[config.mk]
export PLATFORM = sky130hd
export DESIGN_NAME = piezo_event_conditioner
export DESIGN_NICKNAME = d
export VERILOG_FILES = /design/src/rtl/piezo_event_conditioner.sv
export SDC_FILE = /design/constraint.sdc
export NUM_CORES = 1
export LEC_CHECK = 0
export CORE_ASPECT_RATIO = 0.9
export CORE_MARGIN = 3
export CORE_UTILIZATION = 45
export DETAILED_ROUTE_END_ITERATION = 8
export PLACE_DENSITY = 0.71
export SETUP_SLACK_MARGIN = 0.02
export SYNTH_ARGS = -nofsm -noshare
export SYNTH_HDL_FRONTEND = slang
export SYNTH_SLANG_ARGS = --single-unit
[constraint.sdc]
create_clock -name clk -period 4.5 [get_ports clk]
set_clock_uncertainty 0.2 [all_clocks]
set_input_delay 1.125 -clock clk [delete_from_list [all_inputs] [get_ports clk]]
set_output_delay 1.125 -clock clk [all_outputs]
set_load 0.01 [all_outputs]
[src/rtl/piezo_event_conditioner.sv]
// Synchronises and glitch-filters two piezo comparator inputs into single-cycle RTC event pulses with per-channel hold-off.
// Latency: SYNC_STAGES + FILTER_CYCLES cycles from the sampled edge to the pulse; no backpressure, events are fire-and-forget.
module piezo_event_conditioner #(
  parameter int SYNC_STAGES    = 2,
  parameter int FILTER_CYCLES  = 8,
  parameter int HOLDOFF_CYCLES = 50000,
  parameter int CNT_W          = 16
) (
  input  logic             clk,
  input  logic             reset,
  input  logic [1:0]       sensor_in,
  input  logic             piezo_enable,
  input  logic             clear_counts,
  output logic             event_trigger,
  output logic             event_trigger2,
  output logic [CNT_W-1:0] event_count0,
  output logic [CNT_W-1:0] event_count1,
  output logic [5:0]       ch_state
);

  typedef enum logic [2:0] {
    DISARMED = 3'd0,
    WAIT_LOW = 3'd1,
    ARMED    = 3'd2,
    FILTER   = 3'd3,
    FIRE     = 3'd4,
    HOLDOFF  = 3'd5
  } ch_state_e;

  localparam logic [7:0]       FILT_LAST = 8'(FILTER_CYCLES - 1);
  localparam logic [23:0]      HOLD_LAST = 24'(HOLDOFF_CYCLES - 1);
  localparam logic [CNT_W-1:0] CNT_MAX   = '1;
  localparam logic [CNT_W-1:0] CNT_ONE   = CNT_W'(1);
  localparam bit               FAST_PATH = (FILTER_CYCLES == 1);

  logic [1:0]       ev_vec;
  logic [CNT_W-1:0] cnt_vec [2];
  logic [2:0]       st_vec  [2];

  genvar g;
  generate
    for (g = 0; g < 2; g++) begin : g_ch
      logic [SYNC_STAGES-1:0] sync_q;
      logic                   s;
      ch_state_e              state_q, state_d;
      logic [7:0]             filt_q, filt_d;
      logic [23:0]            hold_q, hold_d;
      logic [CNT_W-1:0]       count_q, count_d;
      logic                   event_q;

      always_ff @(posedge clk or posedge reset) begin
        if (reset) begin
          sync_q <= '0;
        end else begin
          sync_q <= {sync_q[SYNC_STAGES-2:0], sensor_in[g]};
        end
      end

      assign s = sync_q[SYNC_STAGES-1];

      always_ff @(posedge clk or posedge reset) begin
        if (reset) begin
          state_q <= DISARMED;
          filt_q  <= '0;
          hold_q  <= '0;
          count_q <= '0;
          event_q <= 1'b0;
        end else begin
          state_q <= state_d;
          filt_q  <= filt_d;
          hold_q  <= hold_d;
          count_q <= count_d;
          event_q <= (state_d == FIRE);
        end
      end

      always_comb begin
        state_d = state_q;
        filt_d  = filt_q;
        hold_d  = hold_q;
        case (state_q)
          DISARMED: if (piezo_enable) state_d = WAIT_LOW;
          WAIT_LOW: if (!s) state_d = ARMED;
          ARMED: begin
            if (s) begin
              if (FAST_PATH) begin
                state_d = FIRE;
              end else begin
                state_d = FILTER;
                filt_d  = 8'd1;
              end
            end
          end
          FILTER: begin
            if (!s) begin
              state_d = ARMED;
            end else begin
              filt_d = filt_q + 8'd1;
              if (filt_q == FILT_LAST) state_d = FIRE;
            end
          end
          FIRE: begin
            state_d = HOLDOFF;
            hold_d  = '0;
          end
          HOLDOFF: begin
            if (hold_q == HOLD_LAST) state_d = WAIT_LOW;
            else                     hold_d  = hold_q + 24'd1;
          end
          default: state_d = DISARMED;
        endcase
        // FIRE's pulse and count are already committed, so disarming here is safe in every state
        if (!piezo_enable) state_d = DISARMED;
      end

      always_comb begin
        count_d = count_q;
        if (clear_counts) begin
          count_d = '0;
        end else if (state_q == FIRE && count_q != CNT_MAX) begin
          count_d = count_q + CNT_ONE;
        end
      end

      assign ev_vec[g]  = event_q;
      assign cnt_vec[g] = count_q;
      assign st_vec[g]  = state_q;
    end
  endgenerate

  assign event_trigger  = ev_vec[0];
  assign event_trigger2 = ev_vec[1];
  assign event_count0   = cnt_vec[0];
  assign event_count1   = cnt_vec[1];
  assign ch_state       = {st_vec[1], st_vec[0]};

endmodule

== After elaboration in Yosys (flattened, before gate mapping) ==
Cells that the tools add are included.
Operators by class
  multiplexer cells: 28
  reduce and logical (&&, ||, !) cells: 14
  add/sub/neg operators: 6
  equal/unequal tests: 24
Operator list (number)
  $pmux W24 S2: 2
  $mux W16: 4
  $add A24 B1 Y24 const B: 2
  $eq A24 B16 Y1 const B: 2
  $mux W24: 2
  $mux W3: 12
  $pmux W3 S6: 2
  $add A16 B1 Y16 const B: 2
  $mux W8: 4
  $ne A16 B16 Y1 const B: 2
  $pmux W8 S2: 2
  $eq A3 B3 Y1 const B: 6
  $add A8 B1 Y8 const B: 2
  $eq A8 B3 Y1 const B: 2
  $eq A3 B2 Y1 const B: 4
  $ne A2 B2 Y1 const B: 6
  $reduce_bool A2 Y1: 6
  $eq A3 B1 Y1 const B: 2
  $logic_not A3 Y1: 2
  $reduce_and A3 Y1: 2
  $reduce_and A2 Y1: 2
  $logic_and A1 B1 Y1: 2
Word-level totals
  register bits after elaboration: 108
  output and inout bits: 40
  input bits: 6
  logic and storage cells: 84

== Logic depth before layout (Yosys ltp) ==
  depth in word-level cells: 6
  gate-level depth with buffers: 7
  mapped depth without buffers: 6

== Worst setup path after synthesis ==
OpenSTA, ideal clock, no wires.
  kind: register to register
  start: register g_ch[1].state_q[1]
  end: register g_ch[1].count_q[15], in the netlist event_count1[15]
  cell stages (with the launch flop): 6
  path buffers: 0
  slack: 2.509 ns
  period minus slack after synthesis: 1.991 ns
  setup time: 0.132 ns
  data required time: 4.168 ns
  arrival time: 1.659 ns
  cells stage by stage: dfrtp_1 > or3b_1 > nor4_1 > nand4_1 > xor2_1 > nor2_1
On the way
  word-level cells in the longest chain between the ends: 3
RTL lines
  start: declaration: RTL line 45  | ch_state_e state_q, state_d;
  start signal: assignment: RTL line 69  | state_q <= state_d;
  $eq A3 B3 Y1: RTL line 120  | end else if (state_q == FIRE && count_q != CNT_MAX) begin
  $logic_and A1 B1 Y1: RTL line 120
  $reduce_bool A2 Y1 (no line)
  end signal: assignment: RTL line 72  | count_q <= count_d;
  end: declaration: RTL line 48  | logic [CNT_W-1:0] count_q, count_d;
No other way between the ends.
A chain may end at the register's enable or synchronous reset.

== Worst setup path after layout ==
  start: register g_ch[1].state_q[0]
  end: output ch_state[3]
RTL lines
  end: declaration: RTL line 18  | output logic [5:0] ch_state
No word-level cell between the ends.

==> results.ini <==
[clocking]
cts_sinks = 108
root_buffer = clkbuf_16
cts_max_path_buffers = 2
ctsHoldBuffers = 0
clkLatencyLatePin_ns = 0.35
cts.reportedPaths.clkPinSlew_ns = 0.07
cts_max_level = 3
cts_tree = built
cts_resized = 0
cts_buffers = 9
cts_setup_buffers = 0

[critical_path]
worst-setup-path-type = register to primary output
worst-path-buf-inv = 1
path_max_fanout = 23
cp_slowest_stage_delay_ns = 0.87
arrival_ns = 1.90
slowest_stage = dfrtp_1
crit_path_start_kind = register
worstSetupEndpointType = primary output
cp_cell_sequence = clkdlybuf4s50_1
rrSetupSlack_ns = 1.59
worstPathRequired_ns = 3.17
crit_family = flip-flops

[die]
die-area_um2 = 13900
fp.dieW_um = 124
num_rows = 38
die_h_um = 112
coreArea_um2 = 12100
start_util_pct = 46.4
io_pins = 46

[drt]
via_count = 4726
drt_iter0_drc = 393
via_per_inst = 5.86
ant_nets = 0
drc_errors = 0
drt-total-wl_mm = 12.7
wire_per_inst_um = 15.8
firstDrtPassIters = 7

[finish]
drive_above_1_share_pct = 5.57
fillerInstances = 1074
n_antenna_cell = 0
fin_nets = 653
area_growth_pct = 16.4

[global_routing]
grt_pass1_vias = 4612
grt_pass1_wl_mm = 22.4
gr-total-overflow = 0
grt_max_degree = 64
antenna_found_initial = 0
track_usage_pct = 19.8

[synthesis]
syn_inst = 600
synth_top_family_by_area = simple AND/OR/NAND/NOR gates
syn_area_per_cell_um2 = 9.38
synth-compound-area-share_pct = 12.2
netlist_area_um2 = 5630
synth_seq_cells = 108
syn_nets = 612
yosys_warnings = 0
ys_types = 59
synth_xor_area_share_pct = 7.31
yosysSeqAreaShare_pct = 48.0
synth_edf_count = 0
synthAdderAreaFrac_pct = 1.33
synth_top_flop_cell = dfrtp_1
muxShareOfSynthArea_pct = 1.24
synthArstFlopShare_pct = 100
synth_simple_gate_area_share_pct = 28.1

[outcome]
status = finished clean

[timing]
relSlewSlack_pct = 41.5
maxSlewViolCount = 0
hold_violations = 0
worstMarginPinSlew_ns = 0.874
fin_crit_sh_pct = 71.7
post-route-min-period_ns = 3.23
setup_ws_ns = 1.27
setup-tns-final_ns = 0
rsz0062_at_grt = no
clock.fmax_mhz = 310
setup_viol = 0

[placement]
gp_congestion = 0.858
pre_cts_slack_ns = 1.55
hpwl_mm = 8.77
port_buffers = 45

[power]
pwr-share-seq_pct = 53.2
ir_worst_vdd_v = 0.000239
internal-power_mw = 1.48
p_per_area_nw_per_um2 = 299
switching_power_uw = 479
p_leak_nw = 2.68
clkPwrFrac_pct = 40.9
switching_share_pct = 24.4
finalPower_mw = 1.96
pwr-share-comb_pct = 5.8

[run]
drv_cap = 0

[worst_hold_path]
hp-class = register to register

## layer usage
metal	wire length [um]	global-route usage, %
met5	0	0
met4	241	5.98
met3	436	4.28
met2	6200	31.4
met1	5860	27.4
## stage by stage
step                std cells  area [um^2]  hold WS (ns)  util, %
floorplan                 600         5630         0.131        -
finish                    806         6550         0.151     54.0
CTS                       806         6550         0.152     54.0
global placement          790         6250         0.136     51.5
global route              806         6550         0.163     54.0
detailed placement        790         6250         0.135     51.5
## flip-flops by register name, summed over array words and instances, names as in the netlist
register        cells
g_ch.filt_q        16
event_trigger2      1
event_count0       16
g_ch.hold_q        48
event_trigger       1
event_count1       16
g_ch.sync_q         4
g_ch.state_q        6
## path summary, 6_finish.rpt
kind	from	depth (start not counted)	endpoint
min in group asynchronous	reset	2	g_ch[0].sync_q[0]$_DFF_PP0_
worst min-delay path	g_ch[1].sync_q[0]$_DFF_PP0_	0	g_ch[1].sync_q[1]$_DFF_PP0_
worst min register to register	g_ch[1].sync_q[0]$_DFF_PP0_	0	g_ch[1].sync_q[1]$_DFF_PP0_
worst max register to register	g_ch[1].state_q[1]$_DFF_PP0_	5	event_count1[4]$_DFFE_PP0P_
max in group asynchronous	reset	3	event_count0[12]$_DFFE_PP0P_
worst max-delay path	g_ch[1].state_q[0]$_DFF_PP0_	1	ch_state[3]
## logic make-up after synthesis
group	Yosys count
flip-flops	108
adder cells (fa/ha/maj)	6
buffers and inverters	27
AO/OA/AOI/OAI	107
multiplexers	7
AND/OR/NAND/NOR	298
XOR/XNOR	47
## Yosys cell counts, types with 5 or more instances
library cell / n / area share [%]
ha_1: 6 / 1.3
nor3_1: 16 / 1.4
mux2i_1: 7 / 1.2
xor2_1: 26 / 4.0
xnor2_1: 21 / 3.3
nand4_1: 28 / 3.1
inv_1: 8 / 0.53
o31ai_1: 14 / 1.9
nand3_1: 33 / 2.9
o211ai_1: 5 / 0.67
a21o_1: 7 / 0.93
nor4_1: 14 / 1.6
nand2_1: 60 / 4.0
nor2_1: 73 / 4.9
and2_1: 9 / 1.0
and4_1: 10 / 1.6
and3_1: 14 / 1.6
clkbuf_1: 15 / 1.0
o21ai_0: 35 / 3.1
or3_1: 5 / 0.56
a21oi_1: 19 / 1.7
dfrtp_1: 108 / 48
## area by class of cell
class,count,area [um^2],area share [%]
multi-input cells,465,2820,43.1
flip-flops and latches,108,2700,41.3
clock inverters,6,70.1,1.07
repair buffers,49,493,7.53
well taps,160,200,3.06
inverters,8,32.5,0.497
clock buffers,10,229,3.50
## cell usage in the layout (no fill, tap or decap), types with 5 or more instances in the layout
| cell | netlist | routed |
|---|---|---|
| clkbuf_16 | 0 | 9 |
| a21o_1 | 7 | 7 |
| and2_1 | 9 | 9 |
| nand3_1 | 33 | 33 |
| dfrtp_1 | 108 | 108 |
| xnor2_1 | 21 | 21 |
| o31ai_1 | 14 | 14 |
| inv_1 | 8 | 7 |
| o21ai_0 | 35 | 35 |
| nor4_1 | 14 | 14 |
| or3_1 | 5 | 5 |
| nor3_1 | 16 | 16 |
| o211ai_1 | 5 | 5 |
| nand4_1 | 28 | 28 |
| and4_1 | 10 | 10 |
| mux2i_1 | 7 | 7 |
| ha_1 | 6 | 6 |
| clkdlybuf4s50_1 | 0 | 45 |
| a21oi_1 | 19 | 19 |
| xor2_1 | 26 | 26 |
| nor2_1 | 73 | 73 |
| nand2_1 | 60 | 60 |
| and3_1 | 14 | 14 |
## power groups by stage
stage	combinational (mW)	clock [mW]	sequential [mW]
2_1_floorplan	0.0859	0	1.05
3_3_place_gp	0.110	0	1.06
3_5_place_dp	0.118	0	1.06
4_1_cts	0.117	0.828	1.04
5_1_grt	0.136	0.868	1.05
6_report	0.115	0.803	1.04
(Power assumes the default switching activity.)
